## src/rtl/vga_source_sequencer.sv

```systemverilog
// vga_source_sequencer
// Frame-aligned video source selector for the VGA output path. Registers the
// HS/VS/RGB of the selected source onto the pins and changes source only on a
// VS edge of the source currently on the pins. After each change, RGB is forced
// black for BLANK_FRAMES frames of the new source.

module vga_source_sequencer #(
    parameter int NSRC         = 11,
    parameter int SELW         = 4,
    parameter int BLANK_FRAMES = 2,
    parameter bit SYNC_ACTIVE  = 1'b0,
    parameter int RST_SEL      = 0
) (
    input  logic               clk,
    input  logic               rst_n,
    input  logic [SELW-1:0]    req_sel,
    input  logic [NSRC-1:0]    src_hs,
    input  logic [NSRC-1:0]    src_vs,
    input  logic [NSRC*12-1:0] src_rgb,
    output logic               vga_hs,
    output logic               vga_vs,
    output logic [3:0]         vga_r,
    output logic [3:0]         vga_g,
    output logic [3:0]         vga_b,
    output logic [SELW-1:0]    active_sel,
    output logic               switching,
    output logic               frame_tick
);

    localparam int              CW       = (BLANK_FRAMES > 0) ? $clog2(BLANK_FRAMES + 1) : 1;
    localparam logic [CW-1:0]   CNT_DONE = CW'(BLANK_FRAMES);
    localparam logic [SELW:0]   NSRC_LIM = (SELW + 1)'(NSRC);
    localparam logic [SELW-1:0] SEL_RST  = SELW'(RST_SEL);

    typedef enum logic [1:0] {
        ST_STEADY,
        ST_WAIT_VS,
        ST_BLANK
    } state_t;

    state_t          state_q, state_d;
    logic [SELW-1:0] active_sel_q, active_sel_d;
    logic [SELW-1:0] target_q, target_d;
    logic [CW-1:0]   cnt_q, cnt_d;
    logic            blank_q, blank_d;
    logic            vs_prev_q;

    logic            hs_q, hs_d;
    logic            vs_q, vs_d;
    logic [11:0]     rgb_q, rgb_d;
    logic            tick_q, tick_d;
    logic            switching_q, switching_d;

    logic [11:0]     rgb_arr [NSRC];
    logic            vs_cur;
    logic            vs_edge;
    logic            req_valid;
    logic [CW-1:0]   cnt_inc;

    for (genvar i = 0; i < NSRC; i++) begin : g_rgb
        assign rgb_arr[i] = src_rgb[12*i +: 12];
    end

    assign vs_cur    = src_vs[active_sel_q];
    assign vs_edge   = (vs_cur == SYNC_ACTIVE) && (vs_prev_q != SYNC_ACTIVE);
    assign req_valid = {1'b0, req_sel} < NSRC_LIM;
    assign cnt_inc   = (cnt_q == CNT_DONE) ? cnt_q : cnt_q + 1'b1;

    // Control state: FSM, selected/target source, frame counter, VS history
    always_ff @(posedge clk or negedge rst_n) begin
        if (!rst_n) begin
            state_q      <= ST_STEADY;
            active_sel_q <= SEL_RST;
            target_q     <= SEL_RST;
            cnt_q        <= '0;
            blank_q      <= 1'b0;
            vs_prev_q    <= SYNC_ACTIVE;
        end else begin
            state_q      <= state_d;
            active_sel_q <= active_sel_d;
            target_q     <= target_d;
            cnt_q        <= cnt_d;
            blank_q      <= blank_d;
            // Sampling the VS of the next-cycle source keeps the history aligned
            // with whichever source is selected, so a switch never fakes an edge.
            vs_prev_q    <= src_vs[active_sel_d];
        end
    end

    // Next-state decisions: request handling, switch at VS edge, blank frame count
    always_comb begin
        state_d      = state_q;
        active_sel_d = active_sel_q;
        target_d     = target_q;
        cnt_d        = cnt_q;
        blank_d      = blank_q;
        case (state_q)
            ST_STEADY: begin
                if (req_valid && (req_sel != active_sel_q)) begin
                    target_d = req_sel;
                    state_d  = ST_WAIT_VS;
                end
            end
            ST_WAIT_VS: begin
                if (req_valid && (req_sel == active_sel_q)) begin
                    target_d = active_sel_q;
                    state_d  = ST_STEADY;
                    blank_d  = 1'b0;
                end else begin
                    if (req_valid) begin
                        target_d = req_sel;
                    end
                    if (vs_edge) begin
                        // target_d already carries a same-cycle request, so it wins
                        active_sel_d = target_d;
                        cnt_d        = '0;
                        if (BLANK_FRAMES > 0) begin
                            state_d = ST_BLANK;
                            blank_d = 1'b1;
                        end else begin
                            state_d = ST_STEADY;
                            blank_d = 1'b0;
                        end
                    end
                end
            end
            ST_BLANK: begin
                if (req_valid && (req_sel != active_sel_q)) begin
                    target_d = req_sel;
                    state_d  = ST_WAIT_VS;
                end else if (vs_edge) begin
                    cnt_d = cnt_inc;
                    if (cnt_inc == CNT_DONE) begin
                        state_d = ST_STEADY;
                        blank_d = 1'b0;
                    end
                end
            end
            default: begin
                state_d = ST_STEADY;
                blank_d = 1'b0;
            end
        endcase
    end

    // Pin values: pass the selected source through, black RGB while blanked
    always_comb begin
        hs_d        = src_hs[active_sel_q];
        vs_d        = vs_cur;
        rgb_d       = blank_q ? '0 : rgb_arr[active_sel_q];
        tick_d      = (vs_d == SYNC_ACTIVE) && (vs_q != SYNC_ACTIVE);
        switching_d = (state_d != ST_STEADY);
    end

    // Output registers driving the VGA pins and status flags
    always_ff @(posedge clk or negedge rst_n) begin
        if (!rst_n) begin
            hs_q        <= ~SYNC_ACTIVE;
            vs_q        <= ~SYNC_ACTIVE;
            rgb_q       <= '0;
            tick_q      <= 1'b0;
            switching_q <= 1'b0;
        end else begin
            hs_q        <= hs_d;
            vs_q        <= vs_d;
            rgb_q       <= rgb_d;
            tick_q      <= tick_d;
            switching_q <= switching_d;
        end
    end

    assign vga_hs     = hs_q;
    assign vga_vs     = vs_q;
    assign vga_r      = rgb_q[11:8];
    assign vga_g      = rgb_q[7:4];
    assign vga_b      = rgb_q[3:0];
    assign active_sel = active_sel_q;
    assign switching  = switching_q;
    assign frame_tick = tick_q;

endmodule

```

## config.mk

```make
export PLATFORM = sky130hd
export DESIGN_NAME = vga_source_sequencer
export DESIGN_NICKNAME = d
export VERILOG_FILES = /design/src/rtl/vga_source_sequencer.sv
export SDC_FILE = /design/constraint.sdc
export NUM_CORES = 1
export LEC_CHECK = 0
export BUFFER_PORTS_ARGS = -buffer_cell sky130_fd_sc_hd__buf_4
export CAP_MARGIN = 20
export CORE_MARGIN = 1.5
export CORE_UTILIZATION = 35
export CTS_CLUSTER_SIZE = 16
export DETAILED_ROUTE_END_ITERATION = 7
export PLACE_DENSITY = 0.71
export SLEW_MARGIN = 20
export SYNTH_ARGS = -nofsm -noshare
export SYNTH_HDL_FRONTEND = slang
export SYNTH_SLANG_ARGS = --single-unit
```

## constraint.sdc

```tcl
create_clock -name clk -period 3.2 [get_ports clk]
set_input_delay 0.64 -clock clk [delete_from_list [all_inputs] [get_ports clk]]
set_output_delay 0.64 -clock clk [all_outputs]
set_load 0.01 [all_outputs]
```

==> reports/qor.txt, run 1 <==
gr usage total: 21.7%
Ports: 180
area leader, netlist: dfrtp_1
Peak VDD IR: 0.404 mV
post-synthesis cell area: 2790 um2
Syn Area/Cell: 9.63 um2
clock sink count: 30
WL per Instance: 16.3 um
number of synthesized register bits: 30
clock root cell: clkbuf_8
Slew Limit Fails: 0
Setup Crit Path Kind: register to register
drc violations: 0
outcome: complete, no violations
Synth Net Count: 451
first-pass GRT wire length: 14900 um
top layer in use: met4
Pleak: 0.00199 uW
router iterations before antenna repair: 5
Final WS setup: 0.581 ns
Reg power frac: 22.5%
clock insertion delay at the later pin of the skew report: 0.29 ns
total CTS buffers: 5
Least-Margin Pin Slew: 0.916 ns
top cells by area, synth: dfrtp_1 (25%), mux4_2 (23%), a21oi_1 (6.1%), nor2_1 (5.9%), mux2i_1 (5.4%)
Critical Path Start Type: register
metal2 WL: 4840 um
# Post-CTS Setup Buffers: 0
RSZ-0062 raised after global routing: no
share of layout cells above drive strength 1: 52.5%
Mapped Cells: 290
Crit. End Element: register
nets@finish: 619
Antenna diodes: 0
total wire length: 9130 um
Final min period: 2.62 ns
Final GP Congestion: 0.905
post-CTS sizing: 0
setup violators final: 0
ys async rst share: 100%
Fmax: 382 MHz
die width: 92.3 um
Worst-path clk slew: 0.07 ns
row count: 32
Final HPWL DP: 7440 um
area growth from synthesis to layout: 55.2%
DP Worst Slack: 0.479 ns
total number of vias: 3006
Comb power frac: 63.1%
CTS tree: yes
Met1 Wirelength: 3570 um
crit path DAT: 2.78 ns
Post-synth EDFFs: 0
Initial Util: 36.1%
Fin. Hold Viols: 0
port bufs: 179
Hold Path Class: input port to async pin
H-tree Lvls: 2
antenna violations before repair: 0
Die Ht: 92.3 um
largest net degree at the start of global routing: 31
predominant post-synthesis flop cell: dfrtp_1
Synth cell types: 47
drt via density: 5.36
DR WL met3: 562 um
pwr dens: 785 nW/um2
clock buffer depth: 2
vias in the first global route: 3108
Fin Setup TNS: 0 ns
fin crit share: 81.8%
Clock Skew: 0.00350 ns
sequential area share after synthesis: 27.0%
Maximum Capacitance Violations: 0
die area: 8520 um2
worst-case hold slack: 0.262 ns
initial DRC count: 96
Clock power frac: 14.4%
Sw Pwr: 1420 uW
Synth warnings: 0
Placeable Area: 7730 um2
Switching Share: 41.7%
Hold-fix buffers, CTS: 0
Yosys top cell area share: 25.1%
Worst Path Required: 3.36 ns
internal power: 1980 uW
slew margin rel.: 38.8%
Post-DRT Antenna Nets: 0
total grt overflow: 0
Crit Path Max Fanout: 21
[routing by layer]
layer | up-vias | track usage (%)
li1 | 1436 | -
met1 | 1433 | 27.2
met2 | 125 | 38.2
met3 | 12 | 3.28
met4 | 0 | 6.92
met5 | - | 0
[registers in the layout (all words and copies together), names as in the netlist]
| signal | cells |
|---|---|
| rgb_q | 12 |
| active_sel | 4 |
| target_q | 4 |
| cnt_q | 2 |
| state_q | 2 |
| blank_q | 1 |
| frame_tick | 1 |
| switching | 1 |
| vga_hs | 1 |
| vga_vs | 1 |
| vs_prev_q | 1 |
[cell usage after synthesis (2+ instances only)]
cell      count
and3_1        3
o21ai_0      13
xnor2_1       4
a21oi_1      34
and2_1        2
nor2_1       44
o22ai_1       3
a211oi_1     18
mux2_2        3
buf_2         6
dfrtp_1      28
buf_1         3
nor3_1        2
clkbuf_1     11
o211ai_1      2
o21a_1        2
buf_6         2
a22oi_1       3
inv_1         5
mux4_2       29
or2_2         4
mux2i_1      15
nand2_1      21
dfstp_2       2
nand2b_1      2
nand3_1       2
nor2b_1       7
[cell families (layout without fill, tap and decap cells)]
group	Yosys count	after routing	synth area share, %
xor gates and xnor gates	4	4	1.25
and+or+nand+nor	90	90	14.4
AOI/OAI and AO/OA	90	90	22.2
muxes	47	47	30.0
DFF	30	30	27.0
adders and majority gates	1	1	0.448
buffers and inverters	28	197	4.70
[layout by cell type (no fill, tap or decap), types with 5 or more instances in the layout]
cell and instances:
nor2b_1 7, buf_4 184, dfrtp_1 26, clkbuf_8 6
nand2_1 21, inv_1 5, o21ai_0 13, a211oi_1 18
mux4_2 29, mux2i_1 15, nor2_1 44, a21oi_1 34
[area by class of cell]
type / instances / area, um2
clock buffers: 6 / 82.6
clock inverters: 2 / 60.1
fillers: 672 / 3390
inverters: 5 / 18.8
multi-input cells: 232 / 1910
flip-flops and latches: 30 / 756
well taps: 102 / 128
repair buffers: 184 / 1380
[final timing paths]
path                               startpoint         end  slack (ns)  depth (start not counted)
worst max-delay path            active_sel[1]   vs_prev_q        0.58                          7
worst min-delay path                    rst_n  frame_tick        0.26                          1
worst max register to register  active_sel[1]   vs_prev_q        0.58                          7
worst min register to register       cnt_q[1]    cnt_q[1]        0.53                          2
max in group asynchronous               rst_n      vga_hs        2.62                          1
min in group clk                     cnt_q[1]    cnt_q[1]        0.53                          2
[stage by stage]
| step | area, um2 | total power, uW | cells | utilization, % |
|---|---|---|---|---|
| after global routing | 4330 | 3690 | 561 | 56.1 |
| after CTS | 4330 | 3430 | 561 | 56.1 |
| final | 4330 | 3400 | 561 | 56.1 |
| after global placement | 4190 | 2910 | 553 | 54.2 |
| after floorplan | 2790 | 2300 | 290 | - |
| after detailed placement | 4190 | 2930 | 553 | 54.2 |
[critical path: stages (launching register included)]
cell,delay (ns)
dfrtp_2,0.66
nor2b_1,0.10
a211oi_1,0.49
o221a_4,0.36
nand2_2,0.17
a311o_1,0.40
a221oi_2,0.21
o22ai_1,0.10
[power by group through the flow]
stage          Clock, uW  Sequential (uW)  Combinational [uW]
2_1_floorplan          0              687                1610
3_3_place_gp           0              766                2140
3_5_place_dp           0              768                2160
4_1_cts              491              764                2170
5_1_grt              511              795                2380
6_report             489              767                2150
(Power assumes the default switching activity.)
==> run 2: changes to the inputs <==
clock period = 2.7 ns   (was 3.2 ns; I/O delays follow)
==> reports/qor.txt, run 2 (synthesis results as in run 1) <==
fill count: 695 (was 672)
clock buffer depth: 2 (unchanged)
Worst Reg2Reg Path Length in Cells: 7 (unchanged)
share of layout cells above drive strength 1: 53.0% (was 52.5%)
Antenna diodes: 0 (unchanged)
Crit Path Max Fanout: 10 (was 21)
FF-to-FF End: vs_prev_q (unchanged)
clock sink count: 30 (unchanged)
total number of vias: 3015 (was 3006)
Fmax: 407 MHz (was 382 MHz)
nets@finish: 624 (was 619)
initial DRC count: 90 (was 96)
setup violators final: 0 (unchanged)
crit path DAT: 2.62 ns (was 2.78 ns)
Sw Pwr: 1710 uW (was 1420 uW)
largest net degree at the start of global routing: 41 (was 31)
final total power: 3920 uW (was 3400 uW)
Die Ht: 92.3 um (unchanged)
drt via density: 5.33 (was 5.36)
total grt overflow: 0 (unchanged)
Ports: 180 (unchanged)
Initial Util: 36.1% (unchanged)
top layer in use: met4 (unchanged)
most common cell after layout, fill and taps aside: buf_4 (unchanged)
Crit. End Element: register (unchanged)
Critical Path Start Type: register (unchanged)
router iterations before antenna repair: 4 (was 5)
Maximum Capacitance Violations: 0 (unchanged)
Clock Skew: 0.00687 ns (was 0.00350 ns)
total CTS buffers: 5 (unchanged)
Post-DRT Antenna Nets: 0 (unchanged)
Hold-fix buffers, CTS: 0 (unchanged)
Least-Margin Pin Slew: 0.897 ns (was 0.916 ns)
antenna violations before repair: 0 (unchanged)
# Post-CTS Setup Buffers: 0 (unchanged)
Pleak: 0.00199 uW (about the same)
Final min period: 2.46 ns (was 2.62 ns)
post-CTS sizing: 0 (unchanged)
Switching Share: 43.6% (was 41.7%)
outcome: complete, no violations (unchanged)
gr usage total: 21.5% (was 21.7%)
Placeable Area: 7730 um2 (unchanged)
Fin Setup TNS: 0 ns (unchanged)
multi-input logic area: 1910 um2 (unchanged)
RSZ-0062 raised after global routing: no (unchanged)
crit-path cells: mux4_2 -> nor2b_4 -> o221a_4 -> nand2_2 -> a311o_1 -> a221oi_2 -> o22ai_1 (was nor2b_1 -> a211oi_1 -> o221a_4 -> nand2_2 -> a311o_1 -> a221oi_2 -> o22ai_1)
critical path's largest stage delay: 0.57 ns (was 0.66 ns)
max FFs per register: 12 (unchanged)
pwr dens: 906 nW/um2 (was 785 nW/um2)
slowest cell on the critical path: mux4_2 (was dfrtp_2)
Util after Layout: 56.0% (was 56.1%)
drc violations: 0 (unchanged)
RR Startpoint: active_sel[0] (was active_sel[1])
Clock power frac: 9.8% (was 14.4%)
first-pass GRT wire length: 14500 um (was 14900 um)
total wire length: 9440 um (was 9130 um)
Placed Cells: 558 (was 553)
area growth from synthesis to layout: 54.8% (was 55.2%)
Final HPWL DP: 7680 um (was 7440 um)
WP buf/inv: 0 (unchanged)
R2R setup slack: 0.24 ns (was 0.58 ns)
Reg with most FFs: rgb_q (unchanged)
Final GP Congestion: 0.951 (was 0.905)
Peak VDD IR: 0.392 mV (was 0.404 mV)
die width: 92.3 um (unchanged)
port bufs: 179 (unchanged)
commonest non-fill, non-tap cells in the layout: buf_4 (189), nor2_1 (44), a21oi_1 (34) (was buf_4 (184), nor2_1 (44), a21oi_1 (34))
Hold Path Class: input port to async pin (unchanged)
Worst Path Required: 2.86 ns (was 3.36 ns)
fin cells: 566 (was 561)
crit-path leading delay family: compound AO/OA/AOI/OAI gates (unchanged)
DR WL met3: 574 um (was 562 um)
CTS tree: yes (unchanged)
Comb power frac: 68.0% (was 63.1%)
fin crit share: 91.1% (was 81.8%)
internal power: 2210 uW (was 1980 uW)
metal2 WL: 5090 um (was 4840 um)
worst-case hold slack: 0.172 ns (was 0.262 ns)
FF/Latch Area: 756 um2 (unchanged)
slew margin rel.: 39.9% (was 38.8%)
Setup Crit Path Kind: register to register (unchanged)
row count: 32 (unchanged)
Worst-path clk slew: 0.07 ns (about the same)
H-tree Lvls: 2 (unchanged)
die area: 8520 um2 (unchanged)
WL per Instance: 16.7 um (was 16.3 um)
Fin. Hold Viols: 0 (unchanged)
clock root cell: clkbuf_8 (unchanged)
Reg power frac: 22.3% (was 22.5%)
clock insertion delay at the later pin of the skew report: 0.29 ns (about the same)
Met1 Wirelength: 3600 um (was 3570 um)
Slew Limit Fails: 0 (unchanged)
vias in the first global route: 3120 (was 3108)
[run 2: cell count changes in the layout (fill, tap and decap cells not counted)]
cell and delta:
bufinv_16 -2, clkinv_2 +1, clkinvlp_4 +1, buf_4 +5
[run 2: power by group through the flow]
stage	registers [uW]	logic (uW)	clock network, uW
floorplan	815	1910	0
global placement	880	2630	0
detailed placement	881	2670	0
CTS	873	2680	383
global route	906	2900	402
finish	872	2660	383
[run 2: worst max-delay path by stage]
| stage | startpoint | end | slack [ns] | depth (start not counted) |
|---|---|---|---|---|
| 2_1_floorplan | active_sel[0] | vs_prev_q | 0.36 | 9 |
| 3_5_place_dp | src_vs[7] | vs_prev_q | 0.16 | 8 |
| 3_3_place_gp | src_vs[7] | vs_prev_q | 0.21 | 8 |
| 5_1_grt | active_sel[0] | vs_prev_q | 0.09 | 8 |
| 4_1_cts | active_sel[0] | vs_prev_q | 0.24 | 7 |
| 6_report | active_sel[0] | vs_prev_q | 0.24 | 7 |
[run 2: metal layers]
| layer | vias up | global-route usage [%] |
|---|---|---|
| li1 | 1450 | - |
| met1 | 1423 | 25.5 |
| met2 | 128 | 39.2 |
| met3 | 14 | 3.69 |
| met4 | 0 | 7.31 |
| met5 | - | 0 |
[run 2: per-stage QoR]
step           instance area, um2  setup WS, ns
2_1_floorplan                2790         0.356
3_3_place_gp                 4230         0.205
3_5_place_dp                 4230         0.156
4_1_cts                      4320         0.239
5_1_grt                      4320        0.0907
6_report                     4320         0.241
[run 2: area by class of cell]
class | count | share of cell area, %
clock buffer | 6 | 1.91
inverter | 5 | 0.434
tap | 102 | 2.95
clock inverter | 2 | 0.289
timing repair buffer | 189 | 32.8
sequential | 30 | 17.5
multi-input combinational | 232 | 44.1
==> run 3: changes to the inputs <==
==> constraint.sdc (replaced) <==
create_clock -name clk -period 2.7 [get_ports clk]
set_input_delay 0.135 -clock clk [delete_from_list [all_inputs] [get_ports clk]]
set_output_delay 0.135 -clock clk [all_outputs]
set_load 0.01 [all_outputs]
==> reports/qor.txt, run 3 (synthesis results as in run 1) <==
slew margin rel.: 40.1% (was 39.9%)
max FFs per register: 12 (unchanged)
drc violations: 0 (unchanged)
Die Ht: 92.3 um (unchanged)
Worst Reg2Reg Path Length in Cells: 7 (unchanged)
Final GP Congestion: 0.899 (was 0.951)
Post-DRT Antenna Nets: 0 (unchanged)
commonest non-fill, non-tap cells in the layout: buf_4 (184), nor2_1 (44), a21oi_1 (34) (was buf_4 (189), nor2_1 (44), a21oi_1 (34))
nets@finish: 620 (was 624)
Reg with most FFs: rgb_q (unchanged)
total number of vias: 3020 (was 3015)
Crit Path Max Fanout: 12 (was 10)
Clock Skew: 0.0116 ns (was 0.00687 ns)
final total power: 3850 uW (was 3920 uW)
share of layout cells above drive strength 1: 52.4% (was 53.0%)
drt via density: 5.37 (was 5.33)
port bufs: 179 (unchanged)
Ports: 180 (unchanged)
RR Startpoint: active_sel[0] (unchanged)
Placed Cells: 553 (was 558)
row count: 32 (unchanged)
total CTS buffers: 5 (unchanged)
Maximum Capacitance Violations: 0 (unchanged)
Worst Path Required: 2.86 ns (about the same)
clock buffer depth: 2 (unchanged)
largest net degree at the start of global routing: 41 (unchanged)
FF-to-FF End: vs_prev_q (unchanged)
Fin Setup TNS: 0 ns (unchanged)
Fmax: 386 MHz (was 407 MHz)
total grt overflow: 0 (unchanged)
Hold Path Class: input port to register (was input port to async pin)
Setup Crit Path Kind: register to register (unchanged)
Peak VDD IR: 0.315 mV (was 0.392 mV)
Final WS setup: 0.107 ns (was 0.241 ns)
Crit. End Element: register (unchanged)
Antenna diodes: 0 (unchanged)
die area: 8520 um2 (unchanged)
Fin. Hold Viols: 0 (unchanged)
initial DRC count: 81 (was 90)
router iterations before antenna repair: 4 (unchanged)
pwr dens: 897 nW/um2 (was 906 nW/um2)
area growth from synthesis to layout: 53.9% (was 54.8%)
antenna violations before repair: 0 (unchanged)
H-tree Lvls: 2 (unchanged)
outcome: complete, no violations (unchanged)
vias in the first global route: 3125 (was 3120)
end of the critical path: vs_prev_q (unchanged)
clock root cell: clkbuf_8 (unchanged)
first-pass GRT wire length: 15000 um (was 14500 um)
die width: 92.3 um (unchanged)
fin cells: 562 (was 566)
setup violators final: 0 (unchanged)
clock sink count: 30 (unchanged)
crit path DAT: 2.75 ns (was 2.62 ns)
Initial Util: 36.1% (unchanged)
post-CTS sizing: 0 (unchanged)
Least-Margin Pin Slew: 0.896 ns (was 0.897 ns)
Placeable Area: 7730 um2 (unchanged)
Worst-path clk slew: 0.07 ns (about the same)
WL per Instance: 16.9 um (was 16.7 um)
Worst Setup SP: active_sel[0] (unchanged)
R2R setup slack: 0.11 ns (was 0.24 ns)
total wire length: 9480 um (was 9440 um)
clock insertion delay at the later pin of the skew report: 0.28 ns (was 0.29 ns)
gr usage total: 22.2% (was 21.5%)
Critical Path Start Type: register (unchanged)
CTS tree: yes (unchanged)
RSZ-0062 raised after global routing: no (unchanged)
most common cell after layout, fill and taps aside: buf_4 (unchanged)
Pleak: 0.00197 uW (was 0.00199 uW)
fin crit share: 96.0% (was 91.1%)
Slew Limit Fails: 0 (unchanged)
Final HPWL DP: 7750 um (was 7680 um)
worst-case hold slack: 0.141 ns (was 0.172 ns)
DP Worst Slack: 0.138 ns (was 0.156 ns)
Final min period: 2.59 ns (was 2.46 ns)
[run 3: changes by cell type in the layout (fill, tap and decap cells not counted)]
| cell | delta |
|---|---|
| buf_4 | -5 |
| dlygate4sd3_1 | +1 |
[run 3: cell type report]
cell class	count	area, um2
Fill cell	723	3430
Multi-Input combinational cell	232	1910
Timing Repair Buffer	185	1390
Sequential cell	30	756
Tap cell	102	128
Clock buffer	6	82.6
Inverter	5	18.8
Clock inverter	2	12.5
[run 3: metal layers]
| layer | routed length, um | track usage, % | vias up |
|---|---|---|---|
| met5 | 0 | 0 | - |
| met4 | 160 | 6.79 | 0 |
| met3 | 573 | 3.78 | 14 |
| met2 | 5120 | 40.9 | 130 |
| met1 | 3630 | 26.1 | 1435 |
| li1 | - | - | 1441 |
[run 3: worst min path at each step]
stage	startpoint	to	slack, ns	cells after the start
after floorplan	rst_n	active_sel[0]	-0.16	0
after global placement	rst_n	frame_tick	0.09	1
after detailed placement	rst_n	frame_tick	0.09	1
after CTS	req_sel[0]	target_q[0]	0.14	2
after global routing	req_sel[0]	target_q[0]	0.15	2
final	req_sel[0]	target_q[0]	0.14	2
[run 3: timing repair]
action / CTS / global route
hold buffers: 1 / 0
endpoints found under the hold margin: 28 / 0
setup buffers: 0 / 0
[run 3: critical path: stages (launching register included)]
cell,delay [ns]
dfrtp_2,0.53
mux4_2,0.58
nor2b_4,0.16
o221a_4,0.29
nand2_2,0.17
a311o_1,0.41
a221oi_2,0.22
o22ai_1,0.10
[run 3: metrics by stage]
| step | instance area [um2] | util (%) |
|---|---|---|
| after floorplan | 2790 | - |
| after global placement | 4190 | 54.2 |
| after detailed placement | 4190 | 54.2 |
| after CTS | 4300 | 55.6 |
| after global routing | 4300 | 55.6 |
| final | 4300 | 55.6 |
[run 3: report_power, final]
group	switching (uW)	internal, uW
Clock	175	205
Combinational	1300	1300
Sequential	207	662
